==> src/rtl/ram_port_arbiter_pkg.sv <==
// Shared SoC definitions for the CPU/VGA single-port RAM arbiter:
// FSM state encoding and the default CPU run limit.
package ram_port_arbiter_pkg;

  typedef enum logic [1:0] {
    IDLE    = 2'd0,
    ISS_CPU = 2'd1,
    ISS_VGA = 2'd2
  } arb_state_e;

  localparam int CPU_RUN_MAX_DEFAULT = 4;

endpackage

==> src/rtl/ram_port_arbiter.sv <==
// Two-requester arbiter for one synchronous RAM port: CPU has priority, but the
// display side is guaranteed a slot after CPU_RUN_MAX CPU grants while it waits.
module ram_port_arbiter
  import ram_port_arbiter_pkg::*;
#(
  parameter int AW          = 10,
  parameter int DW          = 32,
  parameter int CPU_RUN_MAX = CPU_RUN_MAX_DEFAULT
) (
  input  logic          clk,
  input  logic          rst,
  input  logic          cpu_req,
  input  logic          cpu_we,
  input  logic [AW-1:0] cpu_addr,
  input  logic [DW-1:0] cpu_wdata,
  output logic          cpu_gnt,
  output logic          cpu_rvalid,
  output logic [DW-1:0] cpu_rdata,
  input  logic          vga_req,
  input  logic [AW-1:0] vga_addr,
  output logic          vga_gnt,
  output logic          vga_rvalid,
  output logic [DW-1:0] vga_rdata,
  output logic [AW-1:0] ram_addr,
  output logic [DW-1:0] ram_din,
  output logic          ram_we,
  input  logic [DW-1:0] ram_dout,
  output logic          busy
);

  localparam int            RW      = $clog2(CPU_RUN_MAX + 1);
  localparam logic [RW-1:0] RUN_MAX = RW'(CPU_RUN_MAX);

  arb_state_e    state_q, state_d;
  logic [AW-1:0] addr_q, addr_d;
  logic [DW-1:0] wdata_q, wdata_d;
  logic          we_q, we_d;
  logic [RW-1:0] run_q, run_d;
  logic          cpu_rvalid_q, cpu_rvalid_d;
  logic [DW-1:0] cpu_rdata_q, cpu_rdata_d;
  logic          vga_rvalid_q, vga_rvalid_d;
  logic [DW-1:0] vga_rdata_q, vga_rdata_d;

  always_ff @(posedge clk) begin
    if (!rst) begin
      state_q      <= IDLE;
      addr_q       <= '0;
      wdata_q      <= '0;
      we_q         <= 1'b0;
      run_q        <= '0;
      cpu_rvalid_q <= 1'b0;
      cpu_rdata_q  <= '0;
      vga_rvalid_q <= 1'b0;
      vga_rdata_q  <= '0;
    end else begin
      state_q      <= state_d;
      addr_q       <= addr_d;
      wdata_q      <= wdata_d;
      we_q         <= we_d;
      run_q        <= run_d;
      cpu_rvalid_q <= cpu_rvalid_d;
      cpu_rdata_q  <= cpu_rdata_d;
      vga_rvalid_q <= vga_rvalid_d;
      vga_rdata_q  <= vga_rdata_d;
    end
  end

  always_comb begin
    state_d      = state_q;
    addr_d       = addr_q;
    wdata_d      = wdata_q;
    we_d         = we_q;
    run_d        = run_q;
    cpu_rvalid_d = 1'b0;
    cpu_rdata_d  = cpu_rdata_q;
    vga_rvalid_d = 1'b0;
    vga_rdata_d  = vga_rdata_q;

    unique case (state_q)
      IDLE: begin
        if (!vga_req) begin
          run_d = '0;
        end
        // VGA only overrides a pending CPU request once the CPU run is used up.
        if (cpu_req && !(vga_req && (run_q == RUN_MAX))) begin
          addr_d  = cpu_addr;
          we_d    = cpu_we;
          wdata_d = cpu_wdata;
          state_d = ISS_CPU;
        end else if (vga_req) begin
          addr_d  = vga_addr;
          we_d    = 1'b0;
          state_d = ISS_VGA;
        end
      end
      ISS_CPU: begin
        if (vga_req && (run_q != RUN_MAX)) begin
          run_d = run_q + RW'(1);
        end
        if (!we_q) begin
          cpu_rvalid_d = 1'b1;
          cpu_rdata_d  = ram_dout;
        end
        state_d = IDLE;
      end
      ISS_VGA: begin
        run_d        = '0;
        vga_rvalid_d = 1'b1;
        vga_rdata_d  = ram_dout;
        state_d      = IDLE;
      end
      default: state_d = IDLE;
    endcase
  end

  assign cpu_gnt    = (state_q == ISS_CPU);
  assign vga_gnt    = (state_q == ISS_VGA);
  assign busy       = (state_q != IDLE);
  assign ram_addr   = addr_q;
  assign ram_din    = wdata_q;
  // Gating with rst kills a write that coincides with a reset edge.
  assign ram_we     = (state_q == ISS_CPU) && we_q && rst;
  assign cpu_rvalid = cpu_rvalid_q;
  assign cpu_rdata  = cpu_rdata_q;
  assign vga_rvalid = vga_rvalid_q;
  assign vga_rdata  = vga_rdata_q;

endmodule

==> config.mk <==
export PLATFORM = sky130hd
export DESIGN_NAME = ram_port_arbiter
export DESIGN_NICKNAME = d
export VERILOG_FILES = /design/src/rtl/ram_port_arbiter_pkg.sv /design/src/rtl/ram_port_arbiter.sv
export SDC_FILE = /design/constraint.sdc
export NUM_CORES = 1
export LEC_CHECK = 0
export CAP_MARGIN = 0
export CORE_AREA = 2 2 85 128
export DETAILED_ROUTE_END_ITERATION = 8
export DIE_AREA = 0 0 87 130
export PLACE_DENSITY = 0.85
export SYNTH_ARGS = -nofsm -noshare
export SYNTH_HDL_FRONTEND = slang
export SYNTH_SLANG_ARGS = --single-unit
==> constraint.sdc <==
create_clock -name clk -period 2.55 [get_ports clk]
set_clock_uncertainty 0.15 [all_clocks]
set_input_delay 0.3825 -clock clk [delete_from_list [all_inputs] [get_ports clk]]
set_output_delay 0.3825 -clock clk [all_outputs]
set_load 0.005 [all_outputs]
==> metrics.txt, run 1 <==
pwr/cell area 717 nW/µm²; total of fill cells in the finished design 803; CTS tree built; overflow left after global routing 0; Commonest cells post-synth nand2_1, dfxtp_1, a21boi_1; CP startpoint state_q[0]$_SDFFE_PN0P_; routing usage on met3 0.0797; Final Setup Violations 0; vias per inst 5.04; vias in the first global route 4180; gr usage total 0.226; syn_nets 615; port bufs 200; most frequent cell after synthesis nand2_1; Critical Path RT 2020 ps; CP startpoint kind flip-flop; root buffer cell clkbuf_16; H-tree lvl count 4; area post-placement 6370 µm²; RD Place Congestion 0.753; Distinct cells, synth 25; fin nets 803; worst endpoint data arrival time 1790 ps; Reg clk slew, reported paths 50 ps; worst vdd ir 0.000476 V; Num CTS Buffers 17; Crit-path slowest cell clkdlybuf4s50_1; ANT cells 0; Seq/Total Area, Yosys 0.523; Final Hold Vio Count 0; min Tclk post-route 2320 ps; Cell Chain, Critical Path and2b_4 > and3_1 > clkdlybuf4s50_1; Avg Inst Size Synth 8.33 µm²; hold_buf cts 0; Avg WL per Cell 15.1 µm; Max-Cap Viols 0; clk sink count 114; fraction of registers with async set/reset 0; CTS max path bufs 2; Final Core Density 0.679; Hold Path Origin vga_rdata[18]$_SDFFE_PN0P_; synthesized area 4370 µm²; Most Crowded Layer GR met2; share of cells above drive strength 1 0.0579; final non-filler cell area 7000 µm²; Synth area leader dfxtp_1; Top delay family on crit path buffers and inverters; Synth Flop Type dfxtp_1; antenna viol nets, final 0; Die X 87 µm; setup TNS 0 ps; static leakage 0.00260 µW; Via Count 4263; Routed WL 12800 µm; pin count of the biggest net entering global routing 115; WP buf/inv 1; clk_lat worst skew 400 ps; FF-to-FF Start run_q[0]$_SDFFE_PN0P_; DRT iter0 DRCs 191; Max Fclk 431 MHz; Die H 130 µm; #FFs+latches synth 114; I/O pin count 201; final cycle utilization of the critical path 0.909; total power draw 5020 µW; DIE AREA 11300 µm²; Crit. End Element output pin; Initial Utilization 0.424; CP Max Fanout 10; first-pass GRT wire length 19900 µm; # rows 46; RSZ-0062 raised after global routing false; Syn-to-layout area delta 60.3%; Final Max Tran Viols 0; GR Util met2 0.406; core box area 10300 µm²; largest cells by area after synthesis dfxtp_1, nand2_1, a21boi_1; DP HPWL 8570 µm; drt drc 0; worst hold path class flip-flop to flip-flop; initial antenna violation count 0; share of the synthesized area in the top cell type 0.523; status complete, no violations; slowest cell delay on critical path 520 ps; Setup CP Type flip-flop to output pin; Synth Instances 524; Synthesis Warnings 0; Post-synth EDFFs 0; worst-margin pin slew 962 ps; worst-case headroom to the max-slew limit 0.359; GRT met1 Usage 0.233; 1st-pass router iterations 4
-- layout make-up --
cell class | instances | area, µm² | area share
timing repair buffer | 206 | 2040 | 0.292
clock buffer | 22 | 474 | 0.0678
tap | 120 | 150 | 0.0215
clock inverter | 10 | 155 | 0.0222
sequential | 114 | 2280 | 0.326
multi-input combinational | 369 | 1880 | 0.269
inverter | 4 | 15.0 | 0.00215
-- per-stage QoR --
step	instances	hold WS [ps]	setup WS (ps)
3_3_place_gp	813	290	172
2_1_floorplan	524	301	948
3_5_place_dp	813	295	73.9
4_1_cts	845	302	143
6_report	845	299	231
5_1_grt	845	319	155
-- state kept, by name, summed over array words and instances (netlist names) --
signal	cells
cpu_rdata	32
cpu_rvalid	1
ram_addr	10
ram_din	32
run_q	3
state_q	2
vga_rdata	32
vga_rvalid	1
we_q	1
-- per-layer routing --
layer | vias up | part of all wire
met4 | 0 | 0.021
met2 | 161 | 0.52
li1 | 2074 | -
met1 | 2007 | 0.39
met3 | 21 | 0.071
met5 | - | 0
-- final timing paths --
check | to | slack [ps] | cells after the start
worst max-delay path | ram_we | 230 | 3
worst min-delay path | vga_rdata[18]$_SDFFE_PN0P_ | 300 | 2
worst max register to register | ram_din[6]$_SDFFE_PN0P_ | 570 | 6
worst min register to register | vga_rdata[18]$_SDFFE_PN0P_ | 300 | 2
-- tightest hold or removal path, stage by stage (launching register included) --
cell	delay, ps
dfxtp_1	300
nand2_1	50
a21boi_1	50
-- placed cells by master, fill, tap and decap left out --
cell type,count
nand2_1,218
clkdlybuf4s50_1,199
dfxtp_1,114
a21boi_1,78
a21boi_0,22
clkbuf_16,17
o21ai_0,12
a31oi_1,10
buf_4,6
and3_1,4
nand3_1,4
bufinv_16,4
clkinv_2,4
nand2b_1,3
inv_1,3
and2_1,3
nor2_1,3
clkbuf_8,3
a21oi_1,2
ha_1,2
clkbuf_1,2
clkinvlp_4,2
inv_2,1
nor2_2,1
and2b_4,1
o21a_1,1
nor2b_2,1
and3_2,1
nor2b_1,1
o31ai_1,1
nor3_1,1
buf_2,1
-- power by group --
group          leakage (µW)  internal (µW)  total (µW)  switching (µW)
logic               0.00137            353         594             241
registers          0.000931           1870        1920            50.1
clock network      0.000306           1700        2500             793
total               0.00260           3930        5020            1080
-- logic make-up (layout without fill, tap and decap cells) --
logic type | after synthesis | count (layout) | share of synthesized area
flops | 114 | 114 | 0.523
buf+inv | 41 | 242 | 0.0478
compound gates | 126 | 126 | 0.206
fa+ha+maj | 2 | 2 | 0.00573
simple gates | 241 | 241 | 0.218
-- what timing repair did --
action                                  4_1_cts  5_1_grt
resized for setup                             0        1
endpoints found under the hold margin         0        0
buffers inserted                              0        0
endpoints found under the setup margin        0        1
(Power assumes the default switching activity.)
==> run 2: changes to the inputs <==
ABC_CLOCK_PERIOD_IN_PS = 2550   (was unset)
==> results of run 2 <==
The final DEF is identical to that of run 1; final timing and power are the same.
